--- src/rtl/alu_seq_core.sv ---
// alu_seq_core: N-bit ALU under a start/done handshake; ADD/SUB/logic/shift in one EXEC cycle, MUL/DIV/MOD iterative.
// Latency: done 2 cycles after start for single-cycle ops, N+1 cycles for MUL/DIV/MOD; outputs hold until the next done.
// Backpressure: none; start is sampled only while busy=0 (IDLE or DONE) and is dropped, not queued, while busy=1.
// Build option ALU_DIV_EN: when defined, the restoring divider (DIV/MOD) is compiled in; otherwise opcodes 3/4 are illegal.
module alu_seq_core #(
    parameter int N = 4
) (
    input  logic         clk,
    input  logic         rst_n,
    input  logic         start,
    input  logic [3:0]   op,
    input  logic [N-1:0] a,
    input  logic [N-1:0] b,
    output logic [N-1:0] result,
    output logic [N-1:0] result_hi,
    output logic [3:0]   flags,
    output logic         busy,
    output logic         done,
    output logic         err
);

    localparam int CW = $clog2(N);

    localparam logic [3:0] OP_ADD = 4'd0;
    localparam logic [3:0] OP_SUB = 4'd1;
    localparam logic [3:0] OP_MUL = 4'd2;
    localparam logic [3:0] OP_DIV = 4'd3;
    localparam logic [3:0] OP_MOD = 4'd4;
    localparam logic [3:0] OP_AND = 4'd5;
    localparam logic [3:0] OP_XOR = 4'd6;
    localparam logic [3:0] OP_OR  = 4'd7;
    localparam logic [3:0] OP_SHL = 4'd8;
    localparam logic [3:0] OP_SHR = 4'd9;

    typedef enum logic [1:0] {
        S_IDLE = 2'd0,
        S_EXEC = 2'd1,
        S_ITER = 2'd2,
        S_DONE = 2'd3
    } state_e;

    state_e          state_q, state_d;
    logic [N-1:0]    a_q, a_d;
    logic [N-1:0]    b_q, b_d;
    logic [3:0]      op_q, op_d;
    logic [CW-1:0]   cnt_q, cnt_d;
    // acc holds the running high product word (MUL) or partial remainder (DIV/MOD);
    // lo holds the multiplier being shifted out (MUL) or the dividend/quotient (DIV/MOD).
    logic [N-1:0]    acc_q, acc_d;
    logic [N-1:0]    lo_q, lo_d;
    logic [N-1:0]    result_q, result_d;
    logic [N-1:0]    result_hi_q, result_hi_d;
    logic [3:0]      flags_q, flags_d;
    logic            err_q, err_d;

    logic            is_iter_op;
    logic [N:0]      ex_sum;
    logic [N:0]      ex_diff;
    logic [N:0]      ex_shl;
    logic [N:0]      ex_shr;
    logic [N-1:0]    ex_res;
    logic            ex_c;
    logic            ex_v;
    logic            ex_err;
    logic [3:0]      ex_flags;
    logic [N:0]      mul_sum;
    logic [N-1:0]    mul_acc_nx;
    logic [N-1:0]    mul_lo_nx;
`ifdef ALU_DIV_EN
    logic [N:0]      div_rsh;
    logic            div_ge;
    logic [N-1:0]    div_acc_nx;
    logic [N-1:0]    div_lo_nx;
`endif

    // Decode which incoming opcodes take the iterative path.
    always_comb begin
        is_iter_op = (op == OP_MUL);
`ifdef ALU_DIV_EN
        if ((op == OP_DIV) || (op == OP_MOD)) begin
            is_iter_op = 1'b1;
        end
`endif
    end

    // Single-cycle datapath for the EXEC state; illegal opcodes zero everything and raise err.
    always_comb begin
        ex_sum  = {1'b0, a_q} + {1'b0, b_q};
        ex_diff = {1'b0, a_q} - {1'b0, b_q};
        // Extra bit beside the shifted word captures the last bit pushed out; it reads 0 for b==0 or b>N.
        ex_shl  = {1'b0, a_q} << b_q;
        ex_shr  = {a_q, 1'b0} >> b_q;
        ex_res  = '0;
        ex_c    = 1'b0;
        ex_v    = 1'b0;
        ex_err  = 1'b0;
        case (op_q)
            OP_ADD: begin
                ex_res = ex_sum[N-1:0];
                ex_c   = ex_sum[N];
                ex_v   = (a_q[N-1] == b_q[N-1]) && (ex_sum[N-1] != a_q[N-1]);
            end
            OP_SUB: begin
                ex_res = ex_diff[N-1:0];
                ex_c   = ex_diff[N];
                ex_v   = (a_q[N-1] != b_q[N-1]) && (ex_diff[N-1] != a_q[N-1]);
            end
            OP_AND: ex_res = a_q & b_q;
            OP_XOR: ex_res = a_q ^ b_q;
            OP_OR:  ex_res = a_q | b_q;
            OP_SHL: begin
                ex_res = ex_shl[N-1:0];
                ex_c   = ex_shl[N];
            end
            OP_SHR: begin
                ex_res = ex_shr[N:1];
                ex_c   = ex_shr[0];
            end
            default: ex_err = 1'b1;
        endcase
        ex_flags = ex_err ? 4'b0000 : {ex_v, ex_res[N-1], (ex_res == '0), ex_c};
    end

    // One shift-add multiply step: add a when the multiplier LSB is set, then shift {acc,lo} right.
    always_comb begin
        mul_sum    = {1'b0, acc_q} + (lo_q[0] ? {1'b0, a_q} : {(N+1){1'b0}});
        mul_acc_nx = mul_sum[N:1];
        mul_lo_nx  = {mul_sum[0], lo_q[N-1:1]};
    end

`ifdef ALU_DIV_EN
    // One restoring-divide step; with b==0 every trial succeeds, giving all-ones quotient and remainder a.
    always_comb begin
        div_rsh    = {acc_q, lo_q[N-1]};
        div_ge     = (div_rsh >= {1'b0, b_q});
        div_acc_nx = div_ge ? N'(div_rsh - {1'b0, b_q}) : div_rsh[N-1:0];
        div_lo_nx  = {lo_q[N-2:0], div_ge};
    end
`endif

    // Next-state and register-update logic; outputs only change on entry to DONE.
    always_comb begin
        state_d     = state_q;
        a_d         = a_q;
        b_d         = b_q;
        op_d        = op_q;
        cnt_d       = cnt_q;
        acc_d       = acc_q;
        lo_d        = lo_q;
        result_d    = result_q;
        result_hi_d = result_hi_q;
        flags_d     = flags_q;
        err_d       = err_q;
        unique case (state_q)
            S_IDLE, S_DONE: begin
                state_d = S_IDLE;
                if (start) begin
                    a_d     = a;
                    b_d     = b;
                    op_d    = op;
                    cnt_d   = CW'(N - 1);
                    acc_d   = '0;
                    lo_d    = (op == OP_MUL) ? b : a;
                    state_d = is_iter_op ? S_ITER : S_EXEC;
                end
            end
            S_EXEC: begin
                result_d    = ex_res;
                result_hi_d = '0;
                flags_d     = ex_flags;
                err_d       = ex_err;
                state_d     = S_DONE;
            end
            S_ITER: begin
                cnt_d = cnt_q - CW'(1);
`ifdef ALU_DIV_EN
                if (op_q == OP_MUL) begin
                    acc_d = mul_acc_nx;
                    lo_d  = mul_lo_nx;
                end else begin
                    acc_d = div_acc_nx;
                    lo_d  = div_lo_nx;
                end
`else
                acc_d = mul_acc_nx;
                lo_d  = mul_lo_nx;
`endif
                if (cnt_q == '0) begin
                    state_d     = S_DONE;
                    err_d       = 1'b0;
                    result_d    = mul_lo_nx;
                    result_hi_d = mul_acc_nx;
                    flags_d     = {(mul_acc_nx != '0), 1'b0, ({mul_acc_nx, mul_lo_nx} == '0), 1'b0};
`ifdef ALU_DIV_EN
                    if (op_q == OP_DIV) begin
                        result_d    = div_lo_nx;
                        result_hi_d = '0;
                        flags_d     = {(b_q == '0), 1'b0, (div_lo_nx == '0), 1'b0};
                    end else if (op_q == OP_MOD) begin
                        result_d    = div_acc_nx;
                        result_hi_d = '0;
                        flags_d     = {(b_q == '0), 1'b0, (div_acc_nx == '0), 1'b0};
                    end
`endif
                end
            end
            default: state_d = S_IDLE;
        endcase
    end

    // State and datapath registers; reset aborts any operation in flight.
    always_ff @(posedge clk or negedge rst_n) begin
        if (!rst_n) begin
            state_q     <= S_IDLE;
            a_q         <= '0;
            b_q         <= '0;
            op_q        <= '0;
            cnt_q       <= '0;
            acc_q       <= '0;
            lo_q        <= '0;
            result_q    <= '0;
            result_hi_q <= '0;
            flags_q     <= '0;
            err_q       <= 1'b0;
        end else begin
            state_q     <= state_d;
            a_q         <= a_d;
            b_q         <= b_d;
            op_q        <= op_d;
            cnt_q       <= cnt_d;
            acc_q       <= acc_d;
            lo_q        <= lo_d;
            result_q    <= result_d;
            result_hi_q <= result_hi_d;
            flags_q     <= flags_d;
            err_q       <= err_d;
        end
    end

    assign result    = result_q;
    assign result_hi = result_hi_q;
    assign flags     = flags_q;
    assign err       = err_q;
    assign busy      = (state_q == S_EXEC) || (state_q == S_ITER);
    assign done      = (state_q == S_DONE);

endmodule

--- config.mk ---
export PLATFORM = sky130hd
export DESIGN_NAME = alu_seq_core
export DESIGN_NICKNAME = d
export VERILOG_FILES = /design/src/rtl/alu_seq_core.sv
export SDC_FILE = /design/constraint.sdc
export NUM_CORES = 1
export LEC_CHECK = 0
export BUFFER_PORTS_ARGS = -buffer_cell sky130_fd_sc_hd__clkbuf_2
export CORE_ASPECT_RATIO = 0.6
export CORE_UTILIZATION = 59
export DETAILED_ROUTE_END_ITERATION = 10
export HOLD_SLACK_MARGIN = 0.03
export PLACE_DENSITY_LB_ADDON = 0.05
export SLEW_MARGIN = 20
export SYNTH_ARGS = -nofsm -noshare
export SYNTH_HDL_FRONTEND = slang
export SYNTH_SLANG_ARGS = --single-unit
--- constraint.sdc ---
create_clock -name clk -period 2.96 [get_ports clk]
set_clock_uncertainty 0.15 [all_clocks]
set_input_delay 0.296 -clock clk [delete_from_list [all_inputs] [get_ports clk]]
set_output_delay 0.296 -clock clk [all_outputs]
set_load 0.1 [all_outputs]
* Yosys cells after proc, flatten, opt, wreduce, memory -nomap -nowiden
Cells that the tools add are included.
** Operators by class
- Add/sub/neg operators :: 4
- $mul :: 0
- Divide/modulo/power cells :: 0
- $lt $le $gt $ge :: 0
- Equality and inequality tests :: 16
- Shift-type cells :: 2
- Muxes and demuxes :: 25
- Bitwise gates (word level) :: 3
- Reduce and logical (&&, ||, !) cells :: 16
** Operators with widths (count)
- $pmux W4 S2 :: 5
- $mux W4 :: 8
- $pmux W4 S7 :: 1
- $eq A4 B3 Y1 const B :: 3
- $add A4 B4 Y5 :: 2
- $eq A4 B4 Y1 const B :: 2
- $logic_not A4 Y1 :: 2
- $logic_not A8 Y1 :: 1
- $mux W2 :: 4
- $reduce_or A7 Y1 :: 1
- $pmux W2 S3 :: 1
- $reduce_and A2 Y1 :: 3
- $shl A4 B4 Y5 :: 1
- $shr A5 B4 Y5 :: 1
- $sub A4 B4 Y5 :: 1
- $and A4 B4 Y4 :: 1
- $eq A2 B2 Y1 const B :: 2
- $eq A4 B1 Y1 const B :: 1
- $eq A4 B2 Y1 const B :: 1
- $logic_not A2 Y1 :: 2
- $ne A2 B2 Y1 const B :: 2
- $or A4 B4 Y4 :: 1
- $pmux W1 S2 :: 2
- $pmux W1 S4 :: 1
- 12 further kinds :: 17
** Storage, ports and cells
- Register bits :: 37
- Latch bits :: 0
- RAM bits :: 0
- ROM bits :: 0
- Input port bits :: 15
- Output and inout bits :: 15
- Logic and storage cells :: 77
- Memories kept :: 0

* Longest topological paths before layout
- Depth in word-level cells :: 6
- Mapped depth :: 10

* Worst setup path before layout
OpenSTA, ideal clock, no wires.
- Path type :: register -> register
- Start point :: reg b_q[1]
- End point :: reg result_q[2], in the netlist result[2]
- Library setup time :: 0.129 ns
- Data arrival time :: 2.003 ns
- Data required time :: 2.681 ns
- Setup slack :: 0.678 ns
- Cell stages (with the launch flop) :: 10
- Clock period less this slack :: 2.282 ns
- Cell sequence :: dfrtp_1 > clkbuf_1 > inv_2 > fa_1 > nand3b_1 > nor4b_1 > nor4_1 > and3_4 > a2bb2oi_1 > o21ai_2
** On the way
- Cells in the longest elaborated chain, start to end :: 3
** Ends and longest elaborated chain
- start, declared :: RTL line 44 : logic [N-1:0] b_q, b_d;
- start signal, assigned :: RTL line 216 : b_q <= '0;
- start signal, assigned :: RTL line 228 : b_q <= b_d;
- $sub A4 B4 Y5 (tied with other cells) :: RTL line 89 : ex_diff = {1'b0, a_q} - {1'b0, b_q};
- $pmux W4 S7 (*) :: RTL line 97 : case (op_q)
- $pmux W4 S2 (*) :: RTL line 154 : unique case (state_q)
- end signal, assigned :: RTL line 233 : result_q <= result_d;
- end, declared :: RTL line 51 : logic [N-1:0] result_q, result_d;
Mark *: on every way between the ends. The rest lies on a longest branch, timed or not.
A chain may end at the register's enable or synchronous reset.

* Worst setup path in the final report
- Start point :: reg b_q[0]
- End point :: reg result_q[2], in the netlist result[2]
The elaborated chain is that of the path after synthesis.

==> impl_results.md <==
* Reg clk slew, reported paths at 0.08 ns
* Initial antenna violation count at 0
* Commonest cells post-synth: dfrtp_1, nand2_1, a21oi_1
* GR Util met1 at roughly half
* Hold/Removal Path Class: input port to register
* Design area at 0.00315 mm^2
* I/O Pins at 30
* Final WL at 7060 um
* Placement Rows at 19
* Synth top area share at 33.0%
* Asr flop ratio synth at between 90% and 100%
* Area delta synth->final at 12.3%
* Worst Slack Setup Final at 0.338 ns
* Pins Over Slew Limit at 0
* Drt initial violations at about 250
* # fillers at 408
* Top cells by area, synth: dfrtp_1, ha_1, mux2_2
* TritonRoute pass-1 iters at 4
* Global routing usage on met3 at 8.95%
* Number of global-route vias before repair at 2,352
* RSZ-0062 raised after global routing: no
* Setup violators final at 0
* Avg Cell Area, Syn at 8.75 um^2
* Reg area at 926 um^2
* Initial Utilization at 61.5%
* Layout net count at 390
* GR peak layer: met1
* CTS Hold Bufs at 1
* CP max FO at 12
* Vias per cell at 6.03
* WP data arrival at 2.65 ns
* CP Launch Type: register
* Final Cycle Share at 88.6%
* CP Capture Type: register
* Syn_nets at 360
* # DRC at 0
* Final hold vios at 0
* Non-Filler Instances at ~420
* Synth warn at 0
* Synthesized area at 0.00281 mm^2
* Clk_lat worst skew at roughly 0.29 ns
* Number of I/O port buffers at 29
* PostCTS Resize Cnt at 0
* Vias at 2,503
* Cells after synthesis at 321
* MaxCap Viol Count at 0
* Routed len/inst at 17.0 um
* Sink Count at 37
* Num CTS Buffers at 5
* Largest net degree at the start of global routing at 38
* Dpl hpwl at between 5000 and 6000 um
* GPL Wtd Cong at 0.924
* H-tree Lvls at 2
* Slew HR at 37.7%
* Chip width at 91.1 um
* GR Overflow Total at 0
* Placed cells at 406
* M2 GR Usage at between 40% and 50%
* Die height at 55.4 um
* Period minus WS final at 2.62 ns
* First-pass GRT wire length at 11,900 um
* DP Area at 0.00303 mm^2
* Crit path kind: register to register
* Post-route antenna net violation count at 0
* Root buf cell: clkbuf_8
* Largest area contributor in the netlist: dfrtp_1
* Full die area at 0.00505 mm^2
* TritonCTS clock tree: yes
* Seq/Total Area, Yosys at 33.0%
* Top_reg_cell synth: dfrtp_1
* Post-CTS setup buffer count at 0
* Worst slew pin tran at 0.935 ns
* Ant. Diodes at 0
* Proportion of layout cells with a drive suffix above 1 at around a fifth
* Multi-input logic area at 0.00171 mm^2
* Core area at 0.00456 mm^2
* Status: complete, no violations
* Required @ worst endpoint at between 2 and 3 ns
* Netlist cell types at 55
* Max Clk Rate at between 300 and 400 MHz
* Register bit total from synthesis at 37
* Number of flops mapped to enable cells by yosys at 0
* Gr usage total at 30.5%
* Clock Path Buffers at 2
* Setup TNS Final at 0 ns
* Cell with the most instances after synthesis: dfrtp_1
* Placement Setup Slack at just over 0.4 ns
==> through the flow <==
step / hold WS (ns) / utilization [%]
final: 0.101 / 69.1
after global routing: 0.0854 / 69.1
after CTS: 0.0965 / 69.1
after detailed placement: 0.329 / 66.4
after global placement: 0.327 / 66.4
after floorplan: -0.150 / -
==> routing by layer <==
| layer | share of wire, % | up-vias |
|---|---|---|
| li1 | - | 1215 |
| met4 | 0.44 | 0 |
| met2 | 39 | 124 |
| met1 | 50 | 1158 |
| met5 | 0 | - |
| met3 | 10 | 6 |
==> final timing paths <==
check | end | depth (start not counted) | startpoint | slack, ns
max | result[2]$_DFFE_PN0P_ | 9 | b_q[0]$_DFFE_PN0P_ | 0.34
min reg2reg | acc_q[3]$_DFFE_PN0P_ | 2 | acc_q[3]$_DFFE_PN0P_ | 0.35
min | op_q[1]$_DFFE_PN0P_ | 2 | op[1] | 0.10
max in group asynchronous | op_q[3]$_DFFE_PN0P_ | 2 | rst_n | 1.56
max reg2reg | result[2]$_DFFE_PN0P_ | 9 | b_q[0]$_DFFE_PN0P_ | 0.34
min in group asynchronous | result_hi[0]$_DFFE_PN0P_ | 2 | rst_n | 0.53
==> state kept, by name (all words and copies together) (netlist names) <==
register / cells
lo_q: 4
flags: 4
cnt_q: 2
op_q: 4
result: 4
acc_q: 4
state_q: 2
b_q: 4
a_q: 4
result_hi: 4
err: 1
==> critical path, cell delays in order (launching register included) <==
cell and delay, ns:
dfrtp_1 0.56, ha_1 0.26, inv_1 0.06, fa_1 0.43, nand3b_1 0.12, nor4b_1 0.05
nor4_1 0.35, and3_4 0.27, a2bb2oi_1 0.21, o21ai_2 0.06
==> cell families (layout without fill, tap and decap cells) <==
family | after synthesis | in the layout | share of synthesized area [%]
AO/OA/AOI/OAI | 94 | 94 | 21.0
XOR/XNOR | 3 | 3 | 0.936
adder cells (fa/ha/maj) | 24 | 24 | 11.5
buffers and inverters | 43 | 74 | 6.15
flip-flops | 37 | 37 | 33.0
multiplexers | 23 | 23 | 8.73
AND/OR/NAND/NOR | 97 | 97 | 18.7
==> final cells by class <==
type / count / share of cell area (%)
clock buffers: 6 / 2.30
clock inverters: 2 / 1.23
inverters: 26 / 3.10
multi-input cells: 241 / 54.2
flip-flops and latches: 37 / 29.4
well taps: 63 / 2.50
repair buffers: 40 / 7.30
==> placed cells by master, fill, tap and decap left out, drive strengths merged, types with 2 or more instances in the layout <==
master,Yosys,layout
o22ai,5,5
o211ai,2,2
fa,3,3
o21bai,2,2
mux2i,11,11
mux2,12,12
nor2b,4,4
and3,2,2
a211oi,5,5
a22o,2,2
o21ai,27,27
nor3,4,4
nor3b,2,2
nor4b,4,4
nand4b,4,4
a21oi,24,24
nand2b,5,5
a211o,4,4
a31oi,6,6
buf,7,10
dfrtp,37,37
nor4,3,3
nand2,29,29
and2,3,3
clkbuf,10,35
nand3,7,7
nor2,23,23
ha,21,21
a22oi,3,3
inv,26,26
xnor2,2,2
a21o,6,6
Power is left out: the tool's default activity adds up to more than one toggle a clock period on the data nets, which glitch-free logic cannot reach.
